$ cat config.mk
export PLATFORM = sky130hd
export DESIGN_NAME = fp_mul_pipe
export DESIGN_NICKNAME = d
export VERILOG_FILES = /design/src/rtl/fp_pkg.sv /design/src/rtl/fp_mul_mant.sv /design/src/rtl/fp_mul_pipe.sv
export SDC_FILE = /design/constraint.sdc
export NUM_CORES = 2
export LEC_CHECK = 0
export BUFFER_PORTS_ARGS = -buffer_cell sky130_fd_sc_hd__buf_2
export CORE_ASPECT_RATIO = 2
export CORE_MARGIN = 2
export CORE_UTILIZATION = 59
export DETAILED_ROUTE_END_ITERATION = 10
export PLACE_DENSITY = 0.8
export SYNTH_ARGS = -nofsm -noshare
export SYNTH_HDL_FRONTEND = slang
export SYNTH_HIERARCHICAL = 1
export SYNTH_SLANG_ARGS = --single-unit
$ cat constraint.sdc
create_clock -name clk -period 4.6 [get_ports clk]
set_input_delay 0.92 -clock clk [delete_from_list [all_inputs] [get_ports clk]]
set_output_delay 0.92 -clock clk [all_outputs]
set_load 0.05 [all_outputs]
$ cat src/rtl/fp_pkg.sv
`default_nettype none
// ============================================================================
// Module      : fp_pkg
// Description : Shared floating-point definitions: rounding-mode codes,
//               exception-flag bit positions, operand classes and builders
//               for the canonical special encodings.
// Revision    : 1.0 - initial release
// ============================================================================
package fp_pkg;

  // Rounding modes; unused codes 5-7 fall back to round-to-nearest-even
  localparam logic [2:0] c_rm_rne = 3'd0;
  localparam logic [2:0] c_rm_rz  = 3'd1;
  localparam logic [2:0] c_rm_rd  = 3'd2;
  localparam logic [2:0] c_rm_ru  = 3'd3;
  localparam logic [2:0] c_rm_rna = 3'd4;

  // Bit positions inside the 5-bit exception flag vector
  localparam int c_flag_nx  = 0;
  localparam int c_flag_un  = 1;
  localparam int c_flag_ov  = 2;
  localparam int c_flag_dz  = 3;
  localparam int c_flag_inv = 4;

  // Widest encoding the builder functions can produce
  localparam int c_fp_max_w = 128;
  localparam logic [c_fp_max_w-1:0] c_one = {{(c_fp_max_w-1){1'b0}}, 1'b1};

  typedef enum logic [2:0] {
    FC_ZERO = 3'd0,
    FC_NORM = 3'd1,
    FC_INF  = 3'd2,
    FC_QNAN = 3'd3,
    FC_SNAN = 3'd4
  } fp_class_e;

  // Positive infinity: exponent all ones, fraction zero
  function automatic logic [c_fp_max_w-1:0] fp_inf_bits(input int exp_w, input int frac_w);
    return ((c_one << exp_w) - c_one) << frac_w;
  endfunction

  // Canonical quiet NaN: positive, exponent all ones, fraction MSB only
  function automatic logic [c_fp_max_w-1:0] fp_qnan_bits(input int exp_w, input int frac_w);
    return fp_inf_bits(exp_w, frac_w) | (c_one << (frac_w - 1));
  endfunction

  // Largest positive finite value: exponent all ones minus one, fraction all ones
  function automatic logic [c_fp_max_w-1:0] fp_max_bits(input int exp_w, input int frac_w);
    return (((c_one << exp_w) - (c_one << 1)) << frac_w) | ((c_one << frac_w) - c_one);
  endfunction

endpackage
`default_nettype wire

$ cat src/rtl/fp_mul_mant.sv
`default_nettype none
// ============================================================================
// Module      : fp_mul_mant
// Description : Unsigned mantissa multiplier with a registered full-width
//               product; holds its value while the enable is low.
// Revision    : 1.0 - initial release
// ============================================================================
module fp_mul_mant #(
  parameter int M_W = 24
) (
  input  logic               clk,
  input  logic               rst,
  input  logic               i_en,
  input  logic [M_W-1:0]     i_a,
  input  logic [M_W-1:0]     i_b,
  output logic [2*M_W-1:0]   o_prod
);

  logic [2*M_W-1:0] r_prod;

  // Capture the full double-width product whenever the pipeline advances
  always_ff @(posedge clk or negedge rst) begin
    if (!rst) begin
      r_prod <= '0;
    end else if (i_en) begin
      r_prod <= {{M_W{1'b0}}, i_a} * {{M_W{1'b0}}, i_b};
    end
  end

  assign o_prod = r_prod;

endmodule
`default_nettype wire

$ cat src/rtl/fp_mul_pipe.sv
`default_nettype none
// ============================================================================
// Module      : fp_mul_pipe
// Description : Three-stage pipelined floating-point multiplier with
//               valid/ready handshake, tag passthrough, flush-to-zero and
//               all five rounding modes.
//               S1 unpack/classify/product, S2 normalise, S3 round/pack.
// Revision    : 1.0 - initial release
// ============================================================================
module fp_mul_pipe import fp_pkg::*; #(
  parameter int EXP_W  = 8,
  parameter int FRAC_W = 23,
  parameter int TAG_W  = 4
) (
  input  logic                         clk,
  input  logic                         rst,
  input  logic                         in_valid,
  output logic                         in_ready,
  input  logic [1+EXP_W+FRAC_W-1:0]    in_a,
  input  logic [1+EXP_W+FRAC_W-1:0]    in_b,
  input  logic [2:0]                   in_rm,
  input  logic [TAG_W-1:0]             in_tag,
  output logic                         out_valid,
  input  logic                         out_ready,
  output logic [1+EXP_W+FRAC_W-1:0]    out_res,
  output logic [TAG_W-1:0]             out_tag,
  output logic [4:0]                   out_flags
);

  localparam int W   = 1 + EXP_W + FRAC_W;
  localparam int M_W = FRAC_W + 1;
  localparam int P_W = 2 * M_W;
  localparam int E_W = EXP_W + 2;

  localparam logic signed [E_W-1:0] c_bias = E_W'((2 ** (EXP_W - 1)) - 1);
  localparam logic signed [E_W-1:0] c_emax = E_W'((2 ** EXP_W) - 1);
  localparam logic [W-1:0] c_qnan  = W'(fp_qnan_bits(EXP_W, FRAC_W));
  localparam logic [W-1:0] c_inf_p = W'(fp_inf_bits(EXP_W, FRAC_W));
  localparam logic [W-1:0] c_max_p = W'(fp_max_bits(EXP_W, FRAC_W));

  function automatic fp_class_e classify(input logic [EXP_W-1:0] e, input logic [FRAC_W-1:0] f);
    if (e == '0)                return FC_ZERO;  // zero and subnormal flush together
    else if (e != '1)           return FC_NORM;
    else if (f == '0)           return FC_INF;
    else if (f[FRAC_W-1])       return FC_QNAN;
    else                        return FC_SNAN;
  endfunction

  // ---------------------------------------------------------------- handshake
  logic w_stall;
  logic w_en;
  logic r_out_valid;

  assign w_stall  = r_out_valid & ~out_ready;
  assign w_en     = ~w_stall;
  assign in_ready = w_en;

  // ---------------------------------------------------------------- stage 1
  fp_class_e          w_ca;
  fp_class_e          w_cb;
  logic               w_sign1;
  logic               w_force1;
  logic               w_finv1;
  logic [W-1:0]       w_fres1;
  logic [M_W-1:0]     w_ma;
  logic [M_W-1:0]     w_mb;

  assign w_ca    = classify(in_a[W-2 -: EXP_W], in_a[FRAC_W-1:0]);
  assign w_cb    = classify(in_b[W-2 -: EXP_W], in_b[FRAC_W-1:0]);
  assign w_sign1 = in_a[W-1] ^ in_b[W-1];
  assign w_ma    = {1'b1, in_a[FRAC_W-1:0]};
  assign w_mb    = {1'b1, in_b[FRAC_W-1:0]};

  // Resolve special operands up front; the forced result bypasses the datapath
  always_comb begin
    w_force1 = 1'b1;
    w_finv1  = 1'b0;
    w_fres1  = '0;
    if (w_ca == FC_QNAN || w_ca == FC_SNAN || w_cb == FC_QNAN || w_cb == FC_SNAN) begin
      w_fres1 = c_qnan;
      w_finv1 = (w_ca == FC_SNAN) || (w_cb == FC_SNAN);
    end else if ((w_ca == FC_INF && w_cb == FC_ZERO) || (w_ca == FC_ZERO && w_cb == FC_INF)) begin
      w_fres1 = c_qnan;
      w_finv1 = 1'b1;
    end else if (w_ca == FC_INF || w_cb == FC_INF) begin
      w_fres1 = {w_sign1, c_inf_p[W-2:0]};
    end else if (w_ca == FC_ZERO || w_cb == FC_ZERO) begin
      w_fres1 = {w_sign1, {(W-1){1'b0}}};
    end else begin
      w_force1 = 1'b0;
    end
  end

  logic [P_W-1:0] w_prod;

  fp_mul_mant #(
    .M_W (M_W)
  ) u_mant (
    .clk    (clk),
    .rst    (rst),
    .i_en   (w_en),
    .i_a    (w_ma),
    .i_b    (w_mb),
    .o_prod (w_prod)
  );

  logic               r1_valid;
  logic               r1_sign;
  logic [EXP_W-1:0]   r1_ea;
  logic [EXP_W-1:0]   r1_eb;
  logic               r1_force;
  logic               r1_finv;
  logic [W-1:0]       r1_fres;
  logic [2:0]         r1_rm;
  logic [TAG_W-1:0]   r1_tag;

  // Stage 1 register: operand side-band alongside the product register
  always_ff @(posedge clk or negedge rst) begin
    if (!rst) begin
      r1_valid <= 1'b0;
      r1_sign  <= 1'b0;
      r1_ea    <= '0;
      r1_eb    <= '0;
      r1_force <= 1'b0;
      r1_finv  <= 1'b0;
      r1_fres  <= '0;
      r1_rm    <= '0;
      r1_tag   <= '0;
    end else if (w_en) begin
      r1_valid <= in_valid;
      r1_sign  <= w_sign1;
      r1_ea    <= in_a[W-2 -: EXP_W];
      r1_eb    <= in_b[W-2 -: EXP_W];
      r1_force <= w_force1;
      r1_finv  <= w_finv1;
      r1_fres  <= w_fres1;
      r1_rm    <= in_rm;
      r1_tag   <= in_tag;
    end
  end

  // ---------------------------------------------------------------- stage 2
  logic                   w_msb;
  logic signed [E_W-1:0]  w_exp2;
  logic [M_W-1:0]         w_mant2;
  logic                   w_g2;
  logic                   w_t2;

  // Product lies in [1,4): renormalise to [1,2) and collect the discarded bits
  assign w_msb   = w_prod[P_W-1];
  assign w_exp2  = $signed({2'b00, r1_ea}) + $signed({2'b00, r1_eb}) - c_bias
                 + $signed({{(E_W-1){1'b0}}, w_msb});
  assign w_mant2 = w_msb ? w_prod[P_W-1 -: M_W] : w_prod[P_W-2 -: M_W];
  assign w_g2    = w_msb ? w_prod[M_W-1] : w_prod[M_W-2];
  assign w_t2    = w_msb ? (|w_prod[M_W-2:0]) : (|w_prod[M_W-3:0]);

  logic                   r2_valid;
  logic                   r2_sign;
  logic signed [E_W-1:0]  r2_exp;
  logic [M_W-1:0]         r2_mant;
  logic                   r2_g;
  logic                   r2_t;
  logic                   r2_force;
  logic                   r2_finv;
  logic [W-1:0]           r2_fres;
  logic [2:0]             r2_rm;
  logic [TAG_W-1:0]       r2_tag;

  // Stage 2 register: normalised mantissa, unbiased-sum exponent, guard/sticky
  always_ff @(posedge clk or negedge rst) begin
    if (!rst) begin
      r2_valid <= 1'b0;
      r2_sign  <= 1'b0;
      r2_exp   <= '0;
      r2_mant  <= '0;
      r2_g     <= 1'b0;
      r2_t     <= 1'b0;
      r2_force <= 1'b0;
      r2_finv  <= 1'b0;
      r2_fres  <= '0;
      r2_rm    <= '0;
      r2_tag   <= '0;
    end else if (w_en) begin
      r2_valid <= r1_valid;
      r2_sign  <= r1_sign;
      r2_exp   <= w_exp2;
      r2_mant  <= w_mant2;
      r2_g     <= w_g2;
      r2_t     <= w_t2;
      r2_force <= r1_force;
      r2_finv  <= r1_finv;
      r2_fres  <= r1_fres;
      r2_rm    <= r1_rm;
      r2_tag   <= r1_tag;
    end
  end

  // ---------------------------------------------------------------- stage 3
  logic                   w_inc;
  logic [M_W:0]           w_mant_r;
  logic                   w_carry;
  logic [FRAC_W-1:0]      w_frac3;
  logic signed [E_W-1:0]  w_exp3;
  logic                   w_of;
  logic                   w_uf;
  logic [W-1:0]           w_res3;
  logic [4:0]             w_flags3;

  // Rounding increment decision per mode
  always_comb begin
    w_inc = 1'b0;
    case (r2_rm)
      c_rm_rz:  w_inc = 1'b0;
      c_rm_rd:  w_inc = r2_sign & (r2_g | r2_t);
      c_rm_ru:  w_inc = ~r2_sign & (r2_g | r2_t);
      c_rm_rna: w_inc = r2_g;
      default:  w_inc = r2_g & (r2_t | r2_mant[0]);
    endcase
  end

  assign w_mant_r = {1'b0, r2_mant} + {{M_W{1'b0}}, w_inc};
  assign w_carry  = w_mant_r[M_W];
  assign w_frac3  = w_carry ? w_mant_r[FRAC_W:1] : w_mant_r[FRAC_W-1:0];
  assign w_exp3   = r2_exp + $signed({{(E_W-1){1'b0}}, w_carry});
  assign w_of     = (w_exp3 >= c_emax);
  assign w_uf     = w_exp3[E_W-1] || (w_exp3 == '0);

  // Final result selection: forced special, overflow, underflow or normal pack
  always_comb begin
    w_res3   = '0;
    w_flags3 = '0;
    if (r2_force) begin
      w_res3               = r2_fres;
      w_flags3[c_flag_inv] = r2_finv;
    end else if (w_of) begin
      w_flags3[c_flag_ov] = 1'b1;
      w_flags3[c_flag_nx] = 1'b1;
      case (r2_rm)
        c_rm_rz: w_res3 = {r2_sign, c_max_p[W-2:0]};
        c_rm_ru: w_res3 = r2_sign ? {1'b1, c_max_p[W-2:0]} : {1'b0, c_inf_p[W-2:0]};
        c_rm_rd: w_res3 = r2_sign ? {1'b1, c_inf_p[W-2:0]} : {1'b0, c_max_p[W-2:0]};
        default: w_res3 = {r2_sign, c_inf_p[W-2:0]};
      endcase
    end else if (w_uf) begin
      w_res3              = {r2_sign, {(W-1){1'b0}}};
      w_flags3[c_flag_un] = 1'b1;
      w_flags3[c_flag_nx] = 1'b1;
    end else begin
      w_res3              = {r2_sign, w_exp3[EXP_W-1:0], w_frac3};
      w_flags3[c_flag_nx] = r2_g | r2_t;
    end
  end

  logic [W-1:0]       r_out_res;
  logic [TAG_W-1:0]   r_out_tag;
  logic [4:0]         r_out_flags;

  // Output register: holds the presented result until the consumer takes it
  always_ff @(posedge clk or negedge rst) begin
    if (!rst) begin
      r_out_valid <= 1'b0;
      r_out_res   <= '0;
      r_out_tag   <= '0;
      r_out_flags <= '0;
    end else if (w_en) begin
      r_out_valid <= r2_valid;
      r_out_res   <= w_res3;
      r_out_tag   <= r2_tag;
      r_out_flags <= w_flags3;
    end
  end

  assign out_valid = r_out_valid;
  assign out_res   = r_out_res;
  assign out_tag   = r_out_tag;
  assign out_flags = r_out_flags;

endmodule
`default_nettype wire

---- Yosys cells after proc, flatten, opt, wreduce, memory -nomap -nowiden ----
Index checks and enable logic that the tools add are counted.
storage, ports and cells
  bits in registers ....................... 227
  input port bits ......................... 75
  output and inout bits ................... 43
  word-level logic and storage cells ...... 109
operators by class
  $add $sub $neg .......................... 5
  multiply operators ...................... 1
  $lt $le $gt $ge ......................... 1
  eq/ne operators ......................... 12
  mux-type cells .......................... 36
  bitwise operators ....................... 10
  reductions and logical operators ........ 19
operators with widths
  cell                    count
  $mux W32                8
  $pmux W32 S3            1
  $mul A24 B24 Y48        1
  $logic_not A23 Y1       2
  $mux W31                1
  $mux W3                 9
  $add A24 B1 Y25         1
  $mux W24                1
  $mux W23                1
  $reduce_or A23 Y1       1
  $reduce_or A22 Y1       1
  $add A10 B2 Y10         2
  $eq A3 B2 Y1 const B    6
  $logic_not A8 Y1        2
  $ne A8 B8 Y1 const B    2
  $mux W1                 14
  $ge A10 B9 Y1 const B   1
  $logic_not A10 Y1       1
  $sub A9 B7 Y10 const B  1
  $add A8 B8 Y9           1
  $eq A3 B3 Y1 const B    3
  $logic_or A1 B1 Y1      8
  $logic_not A3 Y1        2
  $and A1 B1 Y1           4
  6 further kinds         10

---- Logic depth before layout (Yosys ltp) ----
  depth in word-level cells ............... 10
  gate-level depth with buffers ........... 26
  depth with buffers taken out ............ 24

---- Hierarchy ----
Netlist, hierarchy kept.
modules (own cells, without submodules)
  module       instances  cells each  area each (sq um)  sequential area each (sq um)
  fp_mul_mant  1          2337        20995.1            1201.2
  fp_mul_pipe  1          728         6560.0             3027.9

---- Worst setup path after synthesis ----
No wires, ideal clock.
  path kind ............................... in2reg
  from .................................... input in_b[3]
  to ...................................... register u_mant.r_prod[37] (netlist: u_mant/o_prod[37])
  library setup time ...................... 125 ps
  data arrival time ....................... 6935 ps
  data required time ...................... 4475 ps
  path slack .............................. -2460 ps
  stages on the path ...................... 26
  path buffers ............................ 2
  cells stage by stage .................... clkbuf_1 > nand2_1 > fa_1 > inv_1 > fa_1 > inv_1 > fa_1 > inv_1 > fa_1 > inv_1 > fa_1 > inv_1 > fa_1 > inv_1 > fa_1 > inv_1 > ha_1 > clkbuf_1 > nand2_1 > o21a_1 > a31oi_1 > o21ai_1 > o31ai_1 > a31oi_1 > xnor2_1 > mux2_2
on the way
  cells in the longest elaborated chain, start to end .. 1
ends and longest elaborated chain
  what                  line               text
  start, declared       fp_mul_pipe.sv:20  input logic [1+EXP_W+FRAC_W-1:0] in_b,
  $mul A24 B24 Y48      fp_mul_mant.sv:26  r_prod <= {{M_W{1'b0}}, i_a} * {{M_W{1'b0}}, i_b};
  end signal, assigned  fp_mul_mant.sv:26
  end, declared         fp_mul_mant.sv:19  logic [2*M_W-1:0] r_prod;
Every way passes these cells.
A chain may end at the register's enable or synchronous reset.

---- Final worst setup path ----
  from .................................... input in_b[8]
  to ...................................... register u_mant.r_prod[41] (netlist: u_mant/o_prod[41])
The elaborated chain is that of the path after synthesis.

==> metrics.cfg <==
[placed_design]
placed_area_um2 = 31100
dp_slack_ps = -2730
gp_congestion = 0.968
dp_hpwl_um = 61700
io_buffers = 116
placed_cells = 3967

[finish]
final_nets = 4198
fillers = 2823
stdcell_count = 4086
post_route_cells_drive_above_1_share = 0.265
fin_area_um2 = 34600
syn_to_final_growth_pct = 25.6

[timing]
max_freq_mhz = 145
rsz0062_at_grt = yes
finalCritPeriodShare = 1.50
maxSlewViolCount = 0
setup-violations-final = 65
final_hold_viol_count = 0
worst_pin_slew_ps = 1080
finalClockSkew_ps = 9.48
min_period_ps = 6920
slew_headroom = 0.283
setup_ws_ps = -2320
setup_tns_ps = -77240

[logic_synthesis]
synth_ff_type = dfrtp_1
synth_edf_count = 0
synth_area_leaders = fa_1, dfrtp_1, ha_1
synthAdderAreaFrac = 0.439
synth_top_family_by_area = adder cells
yosys.cell_count.top_type = inv_1
synthCells = 3065
synth_compound_area_frac = 0.0756
synth-xor-area-share = 0.0203
synth_area_um2 = 27600
synthArstFlopShare = 1.00
synth_common_cells = inv_1, nand2_1, fa_1, and2_1, ha_1
synth_cell_type_count = 83
synth_top_area_frac = 0.351
synth-seq-cells = 169
synth.yosys.warnings = 6
synthSimpleGateAreaFrac = 0.186
muxShareOfSynthArea = 0.0241
yosysTopAreaCell = fa_1
synth_seq_area_share = 0.153
syn_area_per_cell_um2 = 8.99

[clocking]
cts_buffer_depth = 2
clkLatencyLatePin_ps = 430
htreeDepth = 4
ctsHoldBuffers = 0
clk_pin_slew_worst_paths_ps = 80
cts_tree = yes
root_buffer = clkbuf_16
clock-sinks = 169
numCtsBuffers = 17

[job]
max_cap_viol_count = 0

[drt]
drc = 0
wl_met3_um = 7710
firstDrtPassIters = 6
vias_per_cell = 6.05
dr.max_layer_used = met4
totalWireLength_um = 91200
vias = 24724
met1_length_um = 30300
detail_route.wl_per_cell_um = 22.3
drt_iter0_drc = 2295
met2_length_um = 45100
postRouteAntennaNets = 0

[die]
die_h_um = 310
start_util = 0.594
io_pins = 118
die_area_um2 = 48600
core_region_area_um2 = 46400
fp.dieW_um = 157
rows = 112

[worst_setup_path]
reg2reg_to = out_res[20]
critPathLaunchType = input port
worst_ep_required_time_ps = 4920
arrival_ps = 7240
r2r_slack_ps = -220
end_kind = flop
worstRegToRegCells = 22
r2r-start = r2_rm[1]
worst-setup-path-type = in2reg
worstPathMaxFanout = 5

[worst_hold_path]
min_from = out_tag[3]
holdPathEnd = out_tag[3]
hold_depth = 2
hold_path_class = reg2reg

[global_routing]
grt_pass1_vias = 25645
grt_max_degree = 117
grt_pass1_wl_um = 132000
grt_overflow = 0
antenna_found_initial = 1
grt_usage = 0.351

[status]
status = finished, violations left
violations = negative setup slack

through the flow:
stage	util	hold slack, ps
after floorplan	-	430
after global placement	0.671	449
after detailed placement	0.671	451
after CTS	0.722	466
after global routing	0.746	500
final	0.746	461
registers in the layout (all words and copies together) (netlist names), 3 cells and up:
register and cells:
r2_fres 3, out_tag 4, r1_rm 3, out_flags 4, r2_rm 3, r2_mant 24
r1_eb 8, out_res 32, r1_tag 4, r1_fres 3, u_mant/o_prod 48, r2_tag 4
r1_ea 8, r2_exp 10
metal layers:
| layer | up-vias | global-route usage |
|---|---|---|
| met5 | - | 0 |
| met4 | 0 | 0.219 |
| met3 | 603 | 0.0580 |
| met2 | 1643 | 0.603 |
| met1 | 12263 | 0.405 |
| li1 | 10215 | - |
how the worst max path moves through the flow:
| stage | startpoint | end | slack (ps) | cells after the start |
|---|---|---|---|---|
| global placement | in_a[19] | u_mant/o_prod[45] | -2620 | 22 |
| detailed placement | in_a[17] | u_mant/o_prod[45] | -2730 | 23 |
| floorplan | in_b[8] | u_mant/o_prod[37] | -2080 | 25 |
| CTS | in_a[5] | u_mant/o_prod[45] | -1940 | 24 |
| finish | in_b[8] | u_mant/o_prod[41] | -2320 | 24 |
| global route | in_b[8] | u_mant/o_prod[41] | -2300 | 24 |
cells by family (layout without fill, tap and decap cells):
kind of cell    Yosys count  count (layout)
buf+inv                 736            1117
other cells               2              14
flops                   169             169
xor+xnor                 63              63
simple gates           1043            1044
compound gates          312             312
fa+ha+maj               678             678
mux                      62              62
what timing repair did:
action                     in CTS  in global routing
pin swaps                     138                114
buffers inserted               53                 34
gates resized for setup       322                206
setup endpoints to repair      62                 73
gates cloned                    3                  1
layout by cell type, fill, tap and decap left out, types with 20 or more instances in the layout:
cell type	count
inv_1	529
nand2_1	487
fa_1	444
buf_4	306
and2_1	262
dfrtp_1	169
ha_1	152
buf_6	77
buf_2	74
nor2_1	61
o21ai_0	50
and2_4	47
inv_2	47
a21oi_1	45
fa_2	39
ha_4	36
nand4_1	28
mux2i_1	28
nand3_1	27
xnor2_1	27
a21o_1	26
mux2_4	24
buf_12	23
a21oi_2	22
nor4_1	21
xor2_1	20
o211ai_1	20
worst max-delay path: stages:
cell and delay, ps:
buf_12 110, buf_8 130, buf_12 130, and2_4 140, fa_2 440, fa_1 500, inv_2 40, fa_1 490
fa_1 530, inv_2 40, fa_1 480, fa_1 540, inv_2 50, fa_1 450, inv_1 350, ha_4 290
a21o_1 180, a21o_1 190, a211oi_4 330, o31ai_4 170, a31oi_4 220, buf_6 130, mux2i_1 250, nand2_1 90
final cells by class:
class	instances	area (µm²)	share of cell area
multi-input cells	2172	22400	0.648
repair buffers	506	4380	0.127
flip-flops and latches	169	4230	0.122
inverters	579	2180	0.0629
well taps	627	785	0.0227
clock buffers	17	425	0.0123
clock inverters	15	198	0.00571
diodes	1	2.50	0.0000723
Power is not shown: default switching activity piles up to over one toggle a cycle in this logic, so the estimate is an artifact.
